### src/rtl/uart_tx_buffered.sv
// Byte FIFO feeding an 8N1 UART serializer; one bit lasts 16 en_16_x_baud strobes.
// The FIFO pops only when the serializer loads a byte, so back-to-back frames have no idle gap.
module uart_tx_buffered #(
    parameter int DEPTH  = 64,
    parameter int ADDR_W = 6
) (
    input  logic       clk,
    input  logic       reset,
    input  logic       en_16_x_baud,
    input  logic [7:0] data_in,
    input  logic       write_buffer,
    output logic       serial_out,
    output logic       buffer_full,
    output logic       buffer_half_full,
    output logic       buffer_empty,
    output logic       tx_busy,
    output logic       overflow
);

    localparam logic [ADDR_W:0] FULL_CNT = (ADDR_W+1)'(DEPTH);
    localparam logic [ADDR_W:0] HALF_CNT = (ADDR_W+1)'(DEPTH / 2);

    typedef enum logic [1:0] {IDLE, START, DATA, STOP} state_t;

    state_t              state, state_next;
    logic [3:0]          tick, tick_next;
    logic [2:0]          bit_idx, bit_idx_next;
    logic [7:0]          shift, shift_next;
    logic                serial_next;
    logic                pop;

    logic [7:0]          mem [0:DEPTH-1];
    logic [ADDR_W-1:0]   wr_ptr, rd_ptr;
    logic [ADDR_W:0]     count, count_next;
    logic                wr_ok;

    assign wr_ok      = write_buffer && !buffer_full;
    assign count_next = count + {{ADDR_W{1'b0}}, wr_ok} - {{ADDR_W{1'b0}}, pop};

    always_ff @(posedge clk) begin
        if (wr_ok) begin
            mem[wr_ptr] <= data_in;
        end
    end

    // Flags are registered from the next count so they always agree with count.
    always_ff @(posedge clk) begin
        if (reset) begin
            wr_ptr           <= '0;
            rd_ptr           <= '0;
            count            <= '0;
            buffer_empty     <= 1'b1;
            buffer_full      <= 1'b0;
            buffer_half_full <= 1'b0;
            overflow         <= 1'b0;
        end else begin
            if (wr_ok) begin
                wr_ptr <= wr_ptr + ADDR_W'(1);
            end
            if (pop) begin
                rd_ptr <= rd_ptr + ADDR_W'(1);
            end
            if (write_buffer && buffer_full) begin
                overflow <= 1'b1;
            end
            count            <= count_next;
            buffer_empty     <= (count_next == '0);
            buffer_full      <= (count_next == FULL_CNT);
            buffer_half_full <= (count_next >= HALF_CNT);
        end
    end

    always_comb begin
        state_next   = state;
        tick_next    = tick;
        bit_idx_next = bit_idx;
        shift_next   = shift;
        pop          = 1'b0;
        case (state)
            IDLE: begin
                tick_next = '0;
                if (en_16_x_baud && !buffer_empty) begin
                    pop        = 1'b1;
                    shift_next = mem[rd_ptr];
                    state_next = START;
                end
            end
            START: begin
                if (en_16_x_baud) begin
                    tick_next = tick + 4'd1;
                    if (tick == 4'd15) begin
                        bit_idx_next = '0;
                        state_next   = DATA;
                    end
                end
            end
            DATA: begin
                if (en_16_x_baud) begin
                    tick_next = tick + 4'd1;
                    if (tick == 4'd15) begin
                        shift_next   = shift >> 1;
                        bit_idx_next = bit_idx + 3'd1;
                        if (bit_idx == 3'd7) begin
                            state_next = STOP;
                        end
                    end
                end
            end
            STOP: begin
                if (en_16_x_baud) begin
                    tick_next = tick + 4'd1;
                    if (tick == 4'd15) begin
                        if (!buffer_empty) begin
                            pop        = 1'b1;
                            shift_next = mem[rd_ptr];
                            state_next = START;
                        end else begin
                            state_next = IDLE;
                        end
                    end
                end
            end
            default: state_next = IDLE;
        endcase

        // The line level is decoded from the next state, so the pin itself is a flop.
        case (state_next)
            START:   serial_next = 1'b0;
            DATA:    serial_next = shift_next[0];
            default: serial_next = 1'b1;
        endcase
    end

    always_ff @(posedge clk) begin
        if (reset) begin
            state      <= IDLE;
            tick       <= '0;
            bit_idx    <= '0;
            serial_out <= 1'b1;
            tx_busy    <= 1'b0;
        end else begin
            state      <= state_next;
            tick       <= tick_next;
            bit_idx    <= bit_idx_next;
            serial_out <= serial_next;
            tx_busy    <= (state_next != IDLE);
        end
    end

    always_ff @(posedge clk) begin
        shift <= shift_next;
    end

endmodule
### config.mk
export PLATFORM = sky130hd
export DESIGN_NAME = uart_tx_buffered
export DESIGN_NICKNAME = d
export VERILOG_FILES = /design/src/rtl/uart_tx_buffered.sv
export SDC_FILE = /design/constraint.sdc
export NUM_CORES = 1
export LEC_CHECK = 0
export CORE_MARGIN = 2
export CORE_UTILIZATION = 63
export CTS_CLUSTER_SIZE = 30
export DETAILED_ROUTE_END_ITERATION = 16
export PLACE_DENSITY = 0.81
export SLEW_MARGIN = 20
export SYNTH_ARGS = -nofsm -noshare
export SYNTH_HDL_FRONTEND = slang
export SYNTH_SLANG_ARGS = --single-unit
### constraint.sdc
create_clock -name clk -period 3.9 [get_ports clk]
set_input_delay 0.78 -clock clk [delete_from_list [all_inputs] [get_ports clk]]
set_output_delay 0.78 -clock clk [all_outputs]
set_load 0.05 [all_outputs]
==> results by stage <==
Status:
- The flow ran to the end, and the final reports show no timing, DRC or antenna violations.

Routing:
- The DRC violation count after routing is 0.
- The number of DRC markers after the initial detailed-route iteration is 1811.
- The post-route antenna net violation count is 0.
- The routed wirelength normalized by instance count is 29.0 microns.
- Summed over all layers, the routed wires come to about 52000 microns.
- The number of vias per cell after detailed routing is ~6.7.
- Summing over every cut layer, the via total after detailed routing is 11981.
- The first-pass detailed-route iteration total is 7.

Timing:
- Setup violations remaining at the end of the flow were counted as 0.
- The setup clock skew after layout is 0.0278 ns.
- The transition at the pin with the smallest max-transition slack is roughly 1.1 ns.
- The clock period minus worst slack is around 3.5 ns.
- The setup TNS is 0 ns.
- Setup repair after global routing left no endpoint under its margin.
- The final count of pins violating max slew is 0.
- Derived from the worst setup path, the maximum achievable clock frequency is 0.284 GHz.
- The fraction of the cycle the final worst path needs is between 90% and 100%.
- The final count of hold timing violations is 0.
- The worst max-slew margin expressed relative to the limit is 26.4%.
- The worst hold slack is 0.494 ns.

Layout:
- The net count of the finished layout is 1318.
- The repair_antennas step left the layout with diodes totalling 0.
- The commonest non-fill, non-tap cell in the layout is edfxtp_1.
- The finished cells cover 0.0251 sq mm.
- After filler insertion, the fill cell instance count of the layout stands at 1879.
- The post-route netlist has 23.8% of its cells at a drive strength greater than 1.
- The top cell types in the final layout, fill and taps aside, are edfxtp_1, mux4_2, buf_4.
- Compared with the post-synthesis result, the final layout area differs by 13.4%.

Clocking:
- The number of buffers added for setup after CTS is 0.
- Counting the buffers created by CTS gives 54.
- Gates resized during post-CTS repair numbered 0.
- The clock root buffer is clkbuf_16.
- The clock tree synthesis step divided the H-tree into 2 levels.
- The CTS tree is done.
- The clock latency on the worst-skew pair is between 0.5 and 0.6 ns.
- The quantity of hold-fixing buffers added after cts is 0.
- The clock passes through at most 3 buffers.
- The clock transition at the register clock pins on the worst setup and hold paths after CTS is roughly 0.060 ns.
- The clock sink total is 560.

Critical path:
- The signal on the critical path passes through inv_1 -> ha_1 -> nand3b_1 -> o31a_1 -> nor2_1 -> nand2_1 -> nand2_1 -> ha_1 -> fa_1 -> a21o_1 -> a21oi_1 -> o21bai_1 -> a21oi_1 -> mux2i_1 -> and3b_1.
- The data arrival at the endpoint of the critical path is 3.99 ns.
- The kind of launch point of the worst setup path is a flip-flop.
- The largest individual stage delay along the critical path comes from the cell fa_1.
- In this design, the largest share of critical-path delay is due to adder cells.
- The delay contributed by the slowest stage of the critical path is between 0.4 and 0.5 ns.
- The top fanout value on the critical path is 13.
- The required time of the worst setup path is between 4 and 5 ns.
- The worst setup path is captured at a flip-flop.
- The critical path class is flip-flop to flip-flop.
- The combined buffer and inverter count along the critical path is 1.

Global route:
- The wire length of the first global-routing pass is 77400 microns.
- The number of antenna violations at the first check in global routing was 0.
- The total overflow reported by the global router is 0.
- In the global route stage, overall resource usage came out at 29.4%.
- The number of global-route vias before repair is 12293.
- Entering global routing, the biggest net connects 65 pins.

Synth:
- The synthesized netlist devotes 3.17% of its cell area to compound gates.
- The async set-or-reset flop fraction in the synthesized netlist is 0%.
- After synthesis, flip-flops and latches occupy 74.1% of the total area.
- The dominant cell type by area after synthesis is edfxtp_1.
- The leading register cell type out of synthesis is edfxtp_1.
- A synthesized cell averages 18.9 sq um.
- The multiplexer fraction of the synthesized cell area is roughly 15%.
- The synthesized netlist devotes 0.712% of its cell area to XOR and XNOR gates.
- The yosys synthesis warning count is 0.
- When the netlist entered floorplanning its net count stood at 1201.
- Summing the areas of all fa, ha and maj instances in the mapped netlist gives 0.994% of the synthesized area.
- The synthesized cell area is 0.0222 sq mm.
- The share of synthesized cell area in and, or, nand and nor gates is 4.66%.
- The largest family of logic cells by synthesized area is multiplexers.
- Summed over its instances, the top area cell type makes up 70.3% of the synthesized netlist area.
- The number of flops mapped to enable cells by yosys is 519.
- After synthesis, the cell types taking the most area are edfxtp_1, mux4_2, dfxtp_1.
- The synthesized netlist contains 56 unique library cells.
- Synthesis handed over a netlist of 1172 instances.
- In this run, synthesis produced a sequential element count of 560.

Place:
- The number of port buffers is 17.
- At the end of routability-driven placement, the weighted congestion stood at around 0.88.
- Detailed placement finished with a half-perimeter wire length of 30900 microns.
- After detailed placement, the total cell area comes to ~0.023 sq mm.

Power:
- The largest voltage drop on the vdd net is 378 uV.
- The leakage power is 8.05 nW.
- The overall power of the completed layout is 13.5 mW.
- The ratio of total power to cell area is 537 mW/mm^2.

Floorplan:
- 18 I/O pins were placed.
- The total core area is 0.0346 sq mm.
- The die outline width is about 190 microns.
- The total die area is ~0.037 sq mm.
- Once the floorplan was initialized, standard cells occupied 64.0% of the core.
- The total number of placement rows is 68.
- In this run the vertical extent of the chip is 192 microns.

Worst hold path:
- The path class of the lowest-slack min-delay path is flip-flop to flip-flop.

Job:
- The count of maximum capacitance violations is 0.
==> routing by layer <==
metal / track usage, % / wire length (microns) / vias to the layer above
met5: 0 / 0 / -
met4: 11.0 / 1800 / 0
met3: 5.82 / 5480 / 140
met2: 46.6 / 25100 / 783
met1: 41.1 / 19500 / 6107
li1: - / - / 4951
==> through the flow <==
| step | utilization (%) | setup WS, ns | std cells |
|---|---|---|---|
| after global routing | 72.6 | 0.0616 | 1786 |
| after detailed placement | 67.5 | 0.0272 | 1688 |
| after global placement | 67.5 | 0.0746 | 1688 |
| after CTS | 72.5 | 0.387 | 1786 |
| final | 72.6 | 0.375 | 1786 |
| after floorplan | - | 0.350 | 1172 |
==> report_power, final <==
part	switching [mW]	leakage [nW]	total, mW	internal [mW]
logic	0.900	2.18	1.62	0.720
registers	0.0879	5.01	6.77	6.68
clock network	2.13	0.853	5.11	2.97
total	3.12	8.05	13.5	10.4
==> cells by family after synthesis <==
| group | count (synthesis) |
|---|---|
| flops | 560 |
| simple gates | 225 |
| mux | 173 |
| compound gates | 102 |
| buf+inv | 77 |
| xor+xnor | 18 |
| fa+ha+maj | 17 |
==> worst register-to-register path, stage by stage, from the launching register on <==
cell and delay, ns:
dfxtp_1 0.42, inv_1 0.11, ha_1 0.36, nand3b_1 0.15, o31a_1 0.18, nor2_1 0.07
nand2_1 0.13, nand2_1 0.09, ha_1 0.22, fa_1 0.45, a21o_1 0.18, a21oi_1 0.21
o21bai_1 0.10, a21oi_1 0.25, mux2i_1 0.31, and3b_1 0.20
==> registers in the layout, indices dropped and copies added (netlist names), named ones only <==
name	flops
mem	512
buffer_full	1
shift	8
rd_ptr	6
bit_idx	3
buffer_half_full	1
tx_busy	1
overflow	1
count	7
state	2
serial_out	1
wr_ptr	6
tick	4
buffer_empty	1
==> cell usage after synthesis, drive strengths merged (3+ instances only) <==
cell / count
nand2: 44
a32oi: 5
o31ai: 3
nand3b: 4
mux2i: 48
or3: 5
nand2b: 6
a21o: 3
dfxtp: 41
o22ai: 15
nand4: 7
o21ai: 15
a211oi: 9
inv: 13
a22oi: 13
clkbuf: 26
nand3: 16
nor2: 100
a21oi: 16
a2111oi: 4
xnor2: 7
and2: 6
o31a: 3
ha: 16
buf: 37
xor2: 11
mux4: 121
nor2b: 13
edfxtp: 519
nor3: 13
mux2: 4
==> path summary, 6_finish.rpt <==
kind | depth (start not counted) | end | startpoint | slack (ns)
setup / recovery | 15 | buffer_full | state[0] | 0.37
hold / removal | 2 | overflow | overflow | 0.49
setup reg to reg | 15 | buffer_full | state[0] | 0.37
hold reg to reg | 2 | overflow | overflow | 0.49
==> layout make-up <==
type                       count  area, sq um  area share, %
tap                          455          569           2.27
inverter                      14         52.6          0.209
clock inverter                33          278           1.11
multi-input combinational    535         5380           21.4
sequential                   560        16400           65.3
clock buffer                  65         1460           5.80
timing repair buffer         124          973           3.87
Note: power is estimated with default switching activity, not from simulation.
==> RTL edit: new RTL, same flow settings <==
Register the output `overflow` once more, with the module's reset; this adds one clock of latency there. The other outputs are not delayed to match.
--- a/src/rtl/uart_tx_buffered.sv
+++ b/src/rtl/uart_tx_buffered.sv
@@ -22,4 +22,6 @@
 
     typedef enum logic [1:0] {IDLE, START, DATA, STOP} state_t;
+
+    logic overflow_s0;
 
     state_t              state, state_next;
@@ -53,5 +55,5 @@
             buffer_full      <= 1'b0;
             buffer_half_full <= 1'b0;
-            overflow         <= 1'b0;
+            overflow_s0      <= 1'b0;
         end else begin
             if (wr_ok) begin
@@ -62,5 +64,5 @@
             end
             if (write_buffer && buffer_full) begin
-                overflow <= 1'b1;
+                overflow_s0 <= 1'b1;
             end
             count            <= count_next;
@@ -152,3 +154,11 @@
     end
 
+    always_ff @(posedge clk) begin
+        if (reset) begin
+            overflow <= '0;
+        end else begin
+            overflow <= overflow_s0;
+        end
+    end
+
 endmodule
Behaviour: same outputs for any inputs over 4 cycles, from zero or initial values and one cycle with reset high; that may be too few to reach the edited logic, so the function may still have changed.
==> RTL edit against the original RTL <==
  * Design area shrank 0.98%
  * Total power grew 0.89%
  * Area after synthesis grew 0.73%
  * Clock skew grew 0.0032 ns
  * Via count shrank 1.5%
  * Sequential cell count grew 1
  * Wire length shrank 7.2%
  * Setup slack gained 0.061 ns
  * Largest cell class unchanged
  * Largest power group unchanged
  * Highest routed layer unchanged
==> RTL edit: results (changes against the original RTL) <==
Outcome: complete, no violations (unchanged). The clock group share of total power was 33.6% (was 37.8%). List of most frequent post-synthesis cells: edfxtp_1 (519), mux4_2 (117), nor2_1 (104), a22oi_1 (42), dfxtp_1 (42) (was edfxtp_1 (519), mux4_2 (116), nor2_1 (100), mux2i_1 (48), nand2_1 (44)).

The fraction of met1 tracks used by global routing came out at 37.7% (was 41.1%). The average size of a mapped cell is 18.8 sq um (was 18.9 sq um). The cell area power density came out at 547 mW/mm^2 (was 537 mW/mm^2). The depth of the worst register-to-register path is 12 (was 15).

The met2 demand-to-capacity share in global routing came to 43.0% (was 46.6%). The number of CTS-inserted buffers came out at 52 (was 54). The minimum setup slack after placement is -0.0174 ns (was 0.0272 ns).

The launch point of the worst hold path was overflow_s0 (was overflow). The detailed-router iteration count before antenna repair came out at 6 (was 7). The final estimated routing congestion in global placement came out at 0.935 (was 0.876).

The library cell contributing the largest single delay on the critical path is or4b_1 (was fa_1). The post-placement cell count is 1679 (was 1688). The met3 track utilization from global routing was 5.52% (was 5.82%). The leakage power is 7.78 nW (was 8.05 nW). The wire length on met2 is 23500 um (was 25100 um). The worst vdd rail ir drop was 0.475 mV (was 0.378 mV). The relative contribution of combinational cells to total power is 15.3% (was 12.0%). The via count of the first global-routing pass came out at 11800 (was 12300). The footprint of the multi-input gates came out at 0.00549 sq mm (was 0.00538 sq mm). The maximum fanout count along the critical path is 6 (was 13). The detailed placement HPWL came to 29600 um (was 30900 um).

The number of different library cells in the post-synthesis netlist is 63 (was 56). The wire length on met1 was 18300 um (was 19500 um). The combined global-route utilization of all metal layers came to 27.0% (was 29.4%). The final-layout fill cell count is 1994 (was 1879).
## RTL edit: layout make-up
class	instances	area share, %
clock inverter	25	0.528
tap	455	2.29
clock buffer	67	5.54
timing repair buffer	102	3.30
sequential	561	66.1
inverter	12	0.181
multi-input combinational	549	22.1
## RTL edit: worst paths after layout
kind	endpoint	slack, ns
worst max-delay path	buffer_empty	0.44
worst min-delay path	overflow_s0	0.47
worst max register to register	buffer_empty	0.44
worst min register to register	overflow_s0	0.47
## RTL edit: cells by family (layout without fill, tap and decap cells)
family | Yosys count | count (layout) | synth area share (%)
adders and majority gates | 16 | 16 | 0.931
AOI/OAI and AO/OA | 121 | 121 | 4.03
muxes | 164 | 164 | 14.0
and+or+nand+nor | 233 | 233 | 5.05
buffers and inverters | 74 | 206 | 1.77
xor gates and xnor gates | 15 | 15 | 0.589
DFF | 561 | 561 | 73.6
